**src/rtl/video_timing_pkg.sv**
```systemverilog
// Shared definitions for the video/bus timing generator.
// Holds the phase indices that place the bus strobes within a CPU cycle,
// the default NTSC/PAL line counts, the video page base addresses and a
// decoder that turns a phase index into the bus strobe levels.
package video_timing_pkg;

  // Edge positions inside one CPU cycle (phase counter values).
  localparam logic [3:0] PH_Q3_FALL_A   = 4'd4;
  localparam logic [3:0] PH_RAS_FALL_A  = 4'd4;
  localparam logic [3:0] PH_CAS_FALL_A  = 4'd5;
  localparam logic [3:0] PH_PHI0_RISE   = 4'd7;   // also Q3 and RAS_N/CAS_N rise
  localparam logic [3:0] PH_Q3_FALL_B   = 4'd11;
  localparam logic [3:0] PH_RAS_FALL_B  = 4'd11;
  localparam logic [3:0] PH_CAS_FALL_B  = 4'd12;
  localparam logic [3:0] PH_LDPS        = 4'd13;
  localparam logic [3:0] PH_LAST_SHORT  = 4'd13;
  localparam logic [3:0] PH_LAST_LONG   = 4'd15;

  localparam int V_TOTAL_NTSC_DEF = 262;
  localparam int V_TOTAL_PAL_DEF  = 312;

  localparam logic [15:0] TEXT_BASE_P1  = 16'h0400;
  localparam logic [15:0] TEXT_BASE_P2  = 16'h0800;
  localparam logic [15:0] HIRES_BASE_P1 = 16'h2000;
  localparam logic [15:0] HIRES_BASE_P2 = 16'h4000;

  typedef struct packed {
    logic phi0;
    logic q3;
    logic ras_n;
    logic cas_n;
    logic ldps_n;
  } bus_phase_t;

  typedef struct packed {
    logic hblank;
    logic vblank;
    logic hsync_n;
    logic vsync_n;
    logic color_burst;
    logic gr;
    logic hires;
  } line_flags_t;

  // Bus strobe levels for a given phase. The second half of the cycle
  // (phases 11..last) stretches naturally when the long cycle runs to 15.
  function automatic bus_phase_t decode_phase(input logic [3:0] ph);
    bus_phase_t d;
    d.phi0   = (ph >= PH_PHI0_RISE);
    d.q3     = (ph < PH_Q3_FALL_A) || ((ph >= PH_PHI0_RISE) && (ph < PH_Q3_FALL_B));
    d.ras_n  = !(((ph >= PH_RAS_FALL_A) && (ph < PH_PHI0_RISE)) || (ph >= PH_RAS_FALL_B));
    d.cas_n  = !(((ph >= PH_CAS_FALL_A) && (ph < PH_PHI0_RISE)) || (ph >= PH_CAS_FALL_B));
    d.ldps_n = (ph != PH_LDPS);
    return d;
  endfunction

endpackage

```
**src/rtl/video_addr_calc.sv**
```systemverilog
// Combinational video fetch address generator.
// Ports:
//   h_i     : cycle counter (column position incl. blanking)
//   v_i     : line counter
//   hires_i : effective hires mode for the line
//   pg2_i   : page 2 selected (PAGE2 && !STORE80)
//   addr_o  : 16-bit fetch address
module video_addr_calc
  import video_timing_pkg::*;
#(
  parameter int H_ACTIVE = 40,
  parameter int V_ACTIVE = 192
) (
  input  logic [6:0]  h_i,
  input  logic [8:0]  v_i,
  input  logic        hires_i,
  input  logic        pg2_i,
  output logic [15:0] addr_o
);

  localparam logic [6:0] H_ACT = 7'(H_ACTIVE);
  localparam logic [8:0] V_ACT = 9'(V_ACTIVE);

  logic [6:0]  col;
  logic [8:0]  vv;
  logic [5:0]  row;
  logic [15:0] base;
  logic [15:0] group_ofs;

  always_comb begin
    // Blanking columns re-walk the first columns so DRAM refresh keeps
    // covering every row during horizontal blank.
    col = (h_i >= H_ACT) ? (h_i - H_ACT) : h_i;
    // Lines past the active area fold back once; the frame is always
    // shorter than twice the active height, so one subtraction is enough.
    vv  = (v_i >= V_ACT) ? (v_i - V_ACT) : v_i;
    row = vv[8:3];
    // 40-byte stride for each group of eight character rows (vv >> 6).
    group_ofs = 16'(row[5:3]) * 16'd40;
    if (hires_i) begin
      base   = pg2_i ? HIRES_BASE_P2 : HIRES_BASE_P1;
      addr_o = base + {3'b000, vv[2:0], 10'b0} + {6'b0, row[2:0], 7'b0}
             + group_ofs + {9'b0, col};
    end else begin
      base   = pg2_i ? TEXT_BASE_P2 : TEXT_BASE_P1;
      addr_o = base + {6'b0, row[2:0], 7'b0} + group_ofs + {9'b0, col};
    end
  end

endmodule

```
**src/rtl/video_timing_gen.sv**
```systemverilog
// Video and CPU bus timing generator driven from the 14.318 MHz clock.
// A 14-tick (16 on the last cycle of a line when LONG_CYCLE=1) phase
// counter produces the bus strobes; on each cycle boundary the H/V
// counters advance and all line-level outputs are re-registered.
// Ports:
//   CLK_14M, RESET_N                  : clock, async active-low reset
//   PAL_MODE                          : line count select, taken at frame wrap
//   TEXT_MODE..STORE80                : soft-switch states
//   PHI0, Q3, RAS_N, CAS_N, LDPS_N    : bus phases / shift-register load
//   H, V                              : cycle and line counters
//   HBLANK, VBLANK, HSYNC_N, VSYNC_N  : blanking and sync
//   COLOR_BURST, GR, HIRES            : burst gate and effective modes
//   VIDEO_ADDRESS                     : video fetch address
//   FRAME_START                       : one-tick pulse at frame origin
module video_timing_gen
  import video_timing_pkg::*;
#(
  parameter int H_TOTAL      = 65,
  parameter int H_ACTIVE     = 40,
  parameter int V_TOTAL_NTSC = V_TOTAL_NTSC_DEF,
  parameter int V_TOTAL_PAL  = V_TOTAL_PAL_DEF,
  parameter int V_ACTIVE     = 192,
  parameter int MIXED_LINE   = 160,
  parameter int HSYNC_START  = 49,
  parameter int HSYNC_LEN    = 4,
  parameter int VSYNC_START  = 224,
  parameter int VSYNC_LEN    = 4,
  parameter int LONG_CYCLE   = 1
) (
  input  logic        CLK_14M,
  input  logic        RESET_N,
  input  logic        PAL_MODE,
  input  logic        TEXT_MODE,
  input  logic        MIXED_MODE,
  input  logic        HIRES_MODE,
  input  logic        PAGE2,
  input  logic        STORE80,
  output logic        PHI0,
  output logic        Q3,
  output logic        RAS_N,
  output logic        CAS_N,
  output logic        LDPS_N,
  output logic [6:0]  H,
  output logic [8:0]  V,
  output logic        HBLANK,
  output logic        VBLANK,
  output logic        HSYNC_N,
  output logic        VSYNC_N,
  output logic        COLOR_BURST,
  output logic        GR,
  output logic        HIRES,
  output logic [15:0] VIDEO_ADDRESS,
  output logic        FRAME_START
);

  localparam logic [6:0] H_LAST   = 7'(H_TOTAL - 1);
  localparam logic [6:0] H_ACT    = 7'(H_ACTIVE);
  localparam logic [6:0] HS_BEGIN = 7'(HSYNC_START);
  localparam logic [6:0] HS_END   = 7'(HSYNC_START + HSYNC_LEN);
  localparam logic [6:0] CB_END   = 7'(HSYNC_START + HSYNC_LEN + 4);
  localparam logic [8:0] V_ACT    = 9'(V_ACTIVE);
  localparam logic [8:0] V_MIX    = 9'(MIXED_LINE);
  localparam logic [8:0] VS_BEGIN = 9'(VSYNC_START);
  localparam logic [8:0] VS_END   = 9'(VSYNC_START + VSYNC_LEN);
  localparam logic [8:0] VT_NTSC  = 9'(V_TOTAL_NTSC);
  localparam logic [8:0] VT_PAL   = 9'(V_TOTAL_PAL);

  localparam bus_phase_t BUS_RESET = '{phi0: 1'b0, q3: 1'b1, ras_n: 1'b1,
                                       cas_n: 1'b1, ldps_n: 1'b1};
  localparam line_flags_t FLAGS_RESET = '{hblank: 1'b0, vblank: 1'b0,
                                          hsync_n: 1'b1, vsync_n: 1'b1,
                                          color_burst: 1'b0, gr: 1'b0,
                                          hires: 1'b0};

  logic [3:0]  phase_q, phase_d, last_phase;
  logic [6:0]  h_q, h_d;
  logic [8:0]  v_q, v_d;
  logic        pal_q, pal_d;
  logic [8:0]  v_total;
  logic        boundary, h_wrap, v_wrap;
  bus_phase_t  bus_q, bus_d;
  line_flags_t flags_q, flags_d;
  logic [15:0] addr_q, addr_d;
  logic        frame_start_q, frame_start_d;
  logic        pg2;
  logic        mixed_text;

  // Counter next-state.
  always_comb begin
    last_phase = ((LONG_CYCLE != 0) && (h_q == H_LAST)) ? PH_LAST_LONG : PH_LAST_SHORT;
    boundary   = (phase_q == last_phase);
    phase_d    = boundary ? 4'd0 : phase_q + 4'd1;
    v_total    = pal_q ? VT_PAL : VT_NTSC;
    h_wrap     = (h_q == H_LAST);
    v_wrap     = (v_q == v_total - 9'd1);
    h_d        = h_q;
    v_d        = v_q;
    pal_d      = pal_q;
    if (boundary) begin
      if (h_wrap) begin
        h_d = 7'd0;
        if (v_wrap) begin
          v_d   = 9'd0;
          pal_d = PAL_MODE;   // line count only changes between frames
        end else begin
          v_d = v_q + 9'd1;
        end
      end else begin
        h_d = h_q + 7'd1;
      end
    end
  end

  // Line-level outputs are computed from the counter values being entered,
  // so the registered result is valid for the whole new cycle.
  always_comb begin
    pg2        = PAGE2 && !STORE80;
    mixed_text = MIXED_MODE && (v_d >= V_MIX) && (v_d < V_ACT);
    flags_d.hblank      = (h_d >= H_ACT);
    flags_d.vblank      = (v_d >= V_ACT);
    flags_d.hsync_n     = !((h_d >= HS_BEGIN) && (h_d < HS_END));
    flags_d.vsync_n     = !((v_d >= VS_BEGIN) && (v_d < VS_END));
    flags_d.color_burst = flags_d.hblank && (h_d >= HS_END) && (h_d < CB_END) && !TEXT_MODE;
    flags_d.gr          = !TEXT_MODE && !mixed_text;
    flags_d.hires       = flags_d.gr && HIRES_MODE;
    bus_d               = decode_phase(phase_d);
    frame_start_d       = boundary && h_wrap && v_wrap;
  end

  video_addr_calc #(
    .H_ACTIVE (H_ACTIVE),
    .V_ACTIVE (V_ACTIVE)
  ) u_addr (
    .h_i     (h_d),
    .v_i     (v_d),
    .hires_i (flags_d.hires),
    .pg2_i   (pg2),
    .addr_o  (addr_d)
  );

  always_ff @(posedge CLK_14M or negedge RESET_N) begin
    if (!RESET_N) begin
      phase_q       <= 4'd0;
      h_q           <= 7'd0;
      v_q           <= 9'd0;
      pal_q         <= 1'b0;
      bus_q         <= BUS_RESET;
      flags_q       <= FLAGS_RESET;
      addr_q        <= TEXT_BASE_P1;
      frame_start_q <= 1'b0;
    end else begin
      phase_q       <= phase_d;
      h_q           <= h_d;
      v_q           <= v_d;
      pal_q         <= pal_d;
      bus_q         <= bus_d;
      frame_start_q <= frame_start_d;
      if (boundary) begin
        flags_q <= flags_d;
        addr_q  <= addr_d;
      end
    end
  end

  assign PHI0          = bus_q.phi0;
  assign Q3            = bus_q.q3;
  assign RAS_N         = bus_q.ras_n;
  assign CAS_N         = bus_q.cas_n;
  assign LDPS_N        = bus_q.ldps_n;
  assign H             = h_q;
  assign V             = v_q;
  assign HBLANK        = flags_q.hblank;
  assign VBLANK        = flags_q.vblank;
  assign HSYNC_N       = flags_q.hsync_n;
  assign VSYNC_N       = flags_q.vsync_n;
  assign COLOR_BURST   = flags_q.color_burst;
  assign GR            = flags_q.gr;
  assign HIRES         = flags_q.hires;
  assign VIDEO_ADDRESS = addr_q;
  assign FRAME_START   = frame_start_q;

endmodule

```
**config.mk**
```make
export PLATFORM = sky130hd
export DESIGN_NAME = video_timing_gen
export DESIGN_NICKNAME = d
export VERILOG_FILES = /design/src/rtl/video_timing_pkg.sv /design/src/rtl/video_addr_calc.sv /design/src/rtl/video_timing_gen.sv
export SDC_FILE = /design/constraint.sdc
export NUM_CORES = 1
export LEC_CHECK = 0
export BUFFER_PORTS_ARGS = -buffer_cell sky130_fd_sc_hd__buf_2
export CORE_ASPECT_RATIO = 1.2
export CORE_MARGIN = 2
export CORE_UTILIZATION = 40
export CTS_CLUSTER_SIZE = 24
export DETAILED_ROUTE_END_ITERATION = 8
export PLACE_DENSITY_LB_ADDON = 0.05
export RECOVER_POWER = 25
export SLEW_MARGIN = 20
export SYNTH_ARGS = -nofsm -noshare
export SYNTH_HDL_FRONTEND = slang
export SYNTH_SLANG_ARGS = --single-unit
export TNS_END_PERCENT = 20
```
**constraint.sdc**
```tcl
create_clock -name CLK_14M -period 5.11 [get_ports CLK_14M]
set_clock_uncertainty 0.05 [all_clocks]
set_input_delay 1.022 -clock CLK_14M [delete_from_list [all_inputs] [get_ports CLK_14M]]
set_output_delay 1.022 -clock CLK_14M [all_outputs]
set_load 0.03 [all_outputs]
```
==> flow_summary.ini <==
[sta]
period_minus_slack_ns = 4.80
holdWs_ns = 0.431
fin_crit_sh_pct = 94.0
maxSlewHeadroom_pct = -75.0
rsz0062_at_grt = false
worst_pin_slew_ns = 2.62
fin_tns_setup_ns = 0
setup_viol = 0
drv_slew = 49
hold_violations = 0
fmax_mhz = 208

[synthesis]
avgSynthCellArea_um2 = 9.45
synthMuxAreaShare_pct = 2.11
synth-async-reset-ratio_pct = 100
ys_warn_count = 0
yosys.area.top_type = dfrtp_1
ys_types = 65
yosys.area.top_type_share_pct = 34.8
synth_area_leaders = dfrtp_1 35%, ha_1 8.3%, dfstp_2 5.2%
synthXorXnorAreaFrac_pct = 4.06
syn-num-nets = 349
syn_area_mm2 = 0.00302
synth_top_family_by_area = compound AO/OA/AOI/OAI gates
synth-simple-area-share_pct = 19.1
synth_top_flop_cell = dfrtp_1
yosysSeqAreaShare_pct = 40.0
synth_edf_count = 0
synth_compound_area_share_pct = 20.2
synth_cells = 320
yosys_register_bits = 48
synth_fa_ha_area_share_pct = 8.94

[outcome]
status = complete, but fails checks
violations = capacitance limit, slew limit

[critical_path]
critPathRequiredTime_ns = 5.25
slowest_delay_ns = 0.66
cp_cell_sequence = or4b_1 -> or3_4 -> o31a_2 -> nor2_2 -> inv_1 -> ha_1 -> mux2i_1 -> ha_1 -> ha_1 -> ha_1 -> ha_1 -> o211a_1 -> o21ai_1 -> nor2_1 -> xnor2_1 -> a22o_1
cp_top_family = simple AND/OR/NAND/NOR gates
cp_num_buf_inv = 1
endpoint_kind = flop
cp_data_arrival_time_ns = 4.95
startpoint_type = flop
r2r_cells = 16
critPathKind = flop to flop
path_depth = 16
crit_top_cell = ha_1
worst_path_max_delay_cell = or4b_1
worstPathMaxFanout = 13

[die]
dieArea_mm2 = 0.00827
row_count = 34
initial_core_util_pct = 41.6
coreArea_mm2 = 0.00727
die_h_um = 99.2
ioPinCount = 53
fp.dieW_um = 83.4

[global_routing]
grt.overflow.total = 0
grt_pass1_vias = 2654
grt_pass1_wl_mm = 12.3
antenna_found_initial = 0
grt_max_degree = 49
grt_usage_pct = 18.0

[clocking]
cts_tree = done
cts.sinks = 48
root_buffer = clkbuf_8
path_clk_slew_ns = 0.09
clkLatencyLatePin_ns = 0.30
cts_buffer_depth = 2
numCtsBuffers = 5
h-tree-depth = 2
cts_setup_buffers = 0

[final_layout]
n_fill_cell = 699
drive_gt1_share_pct = 25.4
final_nets = 406
diodes = 0
area_growth_pct = 16.3

[power]
peakVddDrop_mv = 0.110
leakagePower_uw = 0.00174
p_per_area_mw_per_mm2 = 201

[routing]
wirelength_mm = 7.22
postRouteAntennaNets = 0
dr.pass1.iters = 4
drcViolationCount = 0
wl_per_cell_um = 15.4
drt_iter0_markers = 86
vias_per_cell = 5.44
vias = 2545

[min_path]
hold_depth = 1
holdCritPathClass = flop to flop

[placement]
io_buffer_count = 51
dp_hpwl_mm = 5.42
gp_congestion = 0.894

[job]
drv_cap = 1
==> Yosys cell counts, types with 4 or more instances <==
master    n
dfrtp_1  42
nand2_1  38
inv_1    22
ha_1     20
nor2_1   20
o21ai_0  17
a21oi_1  14
nand3_1  14
xnor2_1  11
a21o_1    8
nor3_1    7
a31oi_1   6
dfstp_2   6
nand4_1   5
nor4_1    5
o31ai_1   5
buf_6     4
==> where the power goes <==
| group | switching [uW] | internal, uW |
|---|---|---|
| registers | 1.83 | 384 |
| logic | 22.6 | 8.93 |
| clock network | 141 | 148 |
| total | 166 | 540 |
==> layer usage <==
metal | share of wire [%] | global-route usage, % | wire length, um | vias to the layer above
li1 | - | - | - | 1264
met1 | 45 | 22.3 | 3250 | 1227
met2 | 50 | 31.7 | 3610 | 44
met3 | 2.9 | 2.66 | 207 | 10
met4 | 2.0 | 7.06 | 145 | 0
met5 | 0 | 0 | 0 | -
==> per-stage QoR <==
step | area, um^2 | utilization (%) | cells | setup slack, ns | power, uW
2_1_floorplan | 3020 | - | 320 | 0.186 | 409
3_3_place_gp | 3380 | 46.5 | 460 | 0.112 | 426
3_5_place_dp | 3380 | 46.5 | 460 | 0.0236 | 426
4_1_cts | 3500 | 48.1 | 468 | 0.0165 | 719
5_1_grt | 3520 | 48.3 | 468 | 0.00813 | 735
6_report | 3520 | 48.3 | 468 | 0.307 | 706
==> layout by cell type (no fill, tap or decap), types with 5 or more instances in the layout <==
cell type and instances:
buf_2 51, dfrtp_1 42, nand2_1 38, inv_1 22
ha_1 20, nor2_1 18, o21ai_0 15, nand3_1 14
a21oi_1 13, xnor2_1 10, buf_4 9, a21o_1 8
nor3_1 7, dfstp_2 6, a31oi_1 6, nand4_1 5
nor4_1 5, o31ai_1 5, clkbuf_8 5
==> cell families (layout without fill, tap and decap cells) <==
family,after synthesis,count (layout)
flops,48,48
buf+inv,33,91
compound gates,83,83
xor+xnor,14,14
fa+ha+maj,21,21
mux,6,6
other cells,1,1
simple gates,114,114
==> path summary, 6_finish.rpt <==
kind,start,end,slack (ns)
max,H[3]$_DFF_PN0_,VIDEO_ADDRESS[12]$_DFFE_PN0N_,0.31
min,HIRES$_DFFE_PN0N_,HIRES$_DFFE_PN0N_,0.43
max reg2reg,H[3]$_DFF_PN0_,VIDEO_ADDRESS[12]$_DFFE_PN0N_,0.31
min reg2reg,HIRES$_DFFE_PN0N_,HIRES$_DFFE_PN0N_,0.43
max in group asynchronous,RESET_N,VIDEO_ADDRESS[8]$_DFFE_PN0N_,1.95
min in group asynchronous,RESET_N,V[4]$_DFF_PN0_,1.58
==> final cells by class <==
| cell class | instances | area (um^2) | area share [%] |
|---|---|---|---|
| clock buffer | 5 | 68.8 | 1.96 |
| clock inverter | 3 | 46.3 | 1.32 |
| inverter | 22 | 82.6 | 2.35 |
| multi-input combinational | 239 | 1670 | 47.5 |
| sequential | 48 | 1210 | 34.4 |
| tap | 90 | 113 | 3.20 |
| timing repair buffer | 61 | 327 | 9.29 |
==> registers in the layout, indices dropped and copies added, names as in the netlist <==
register	flops
phase_q	4
LDPS_N	1
V	9
HIRES	1
PHI0	1
GR	1
VSYNC_N	1
pal_q	1
H	7
FRAME_START	1
COLOR_BURST	1
HSYNC_N	1
Q3	1
VBLANK	1
VIDEO_ADDRESS	15
CAS_N	1
HBLANK	1
==> timing repair <==
action / CTS / global route
setup endpoints to repair: 0 / 6
gates resized for setup: 0 / 7
hold buffers: 0 / 0
Note: power is estimated with default switching activity, not from simulation.
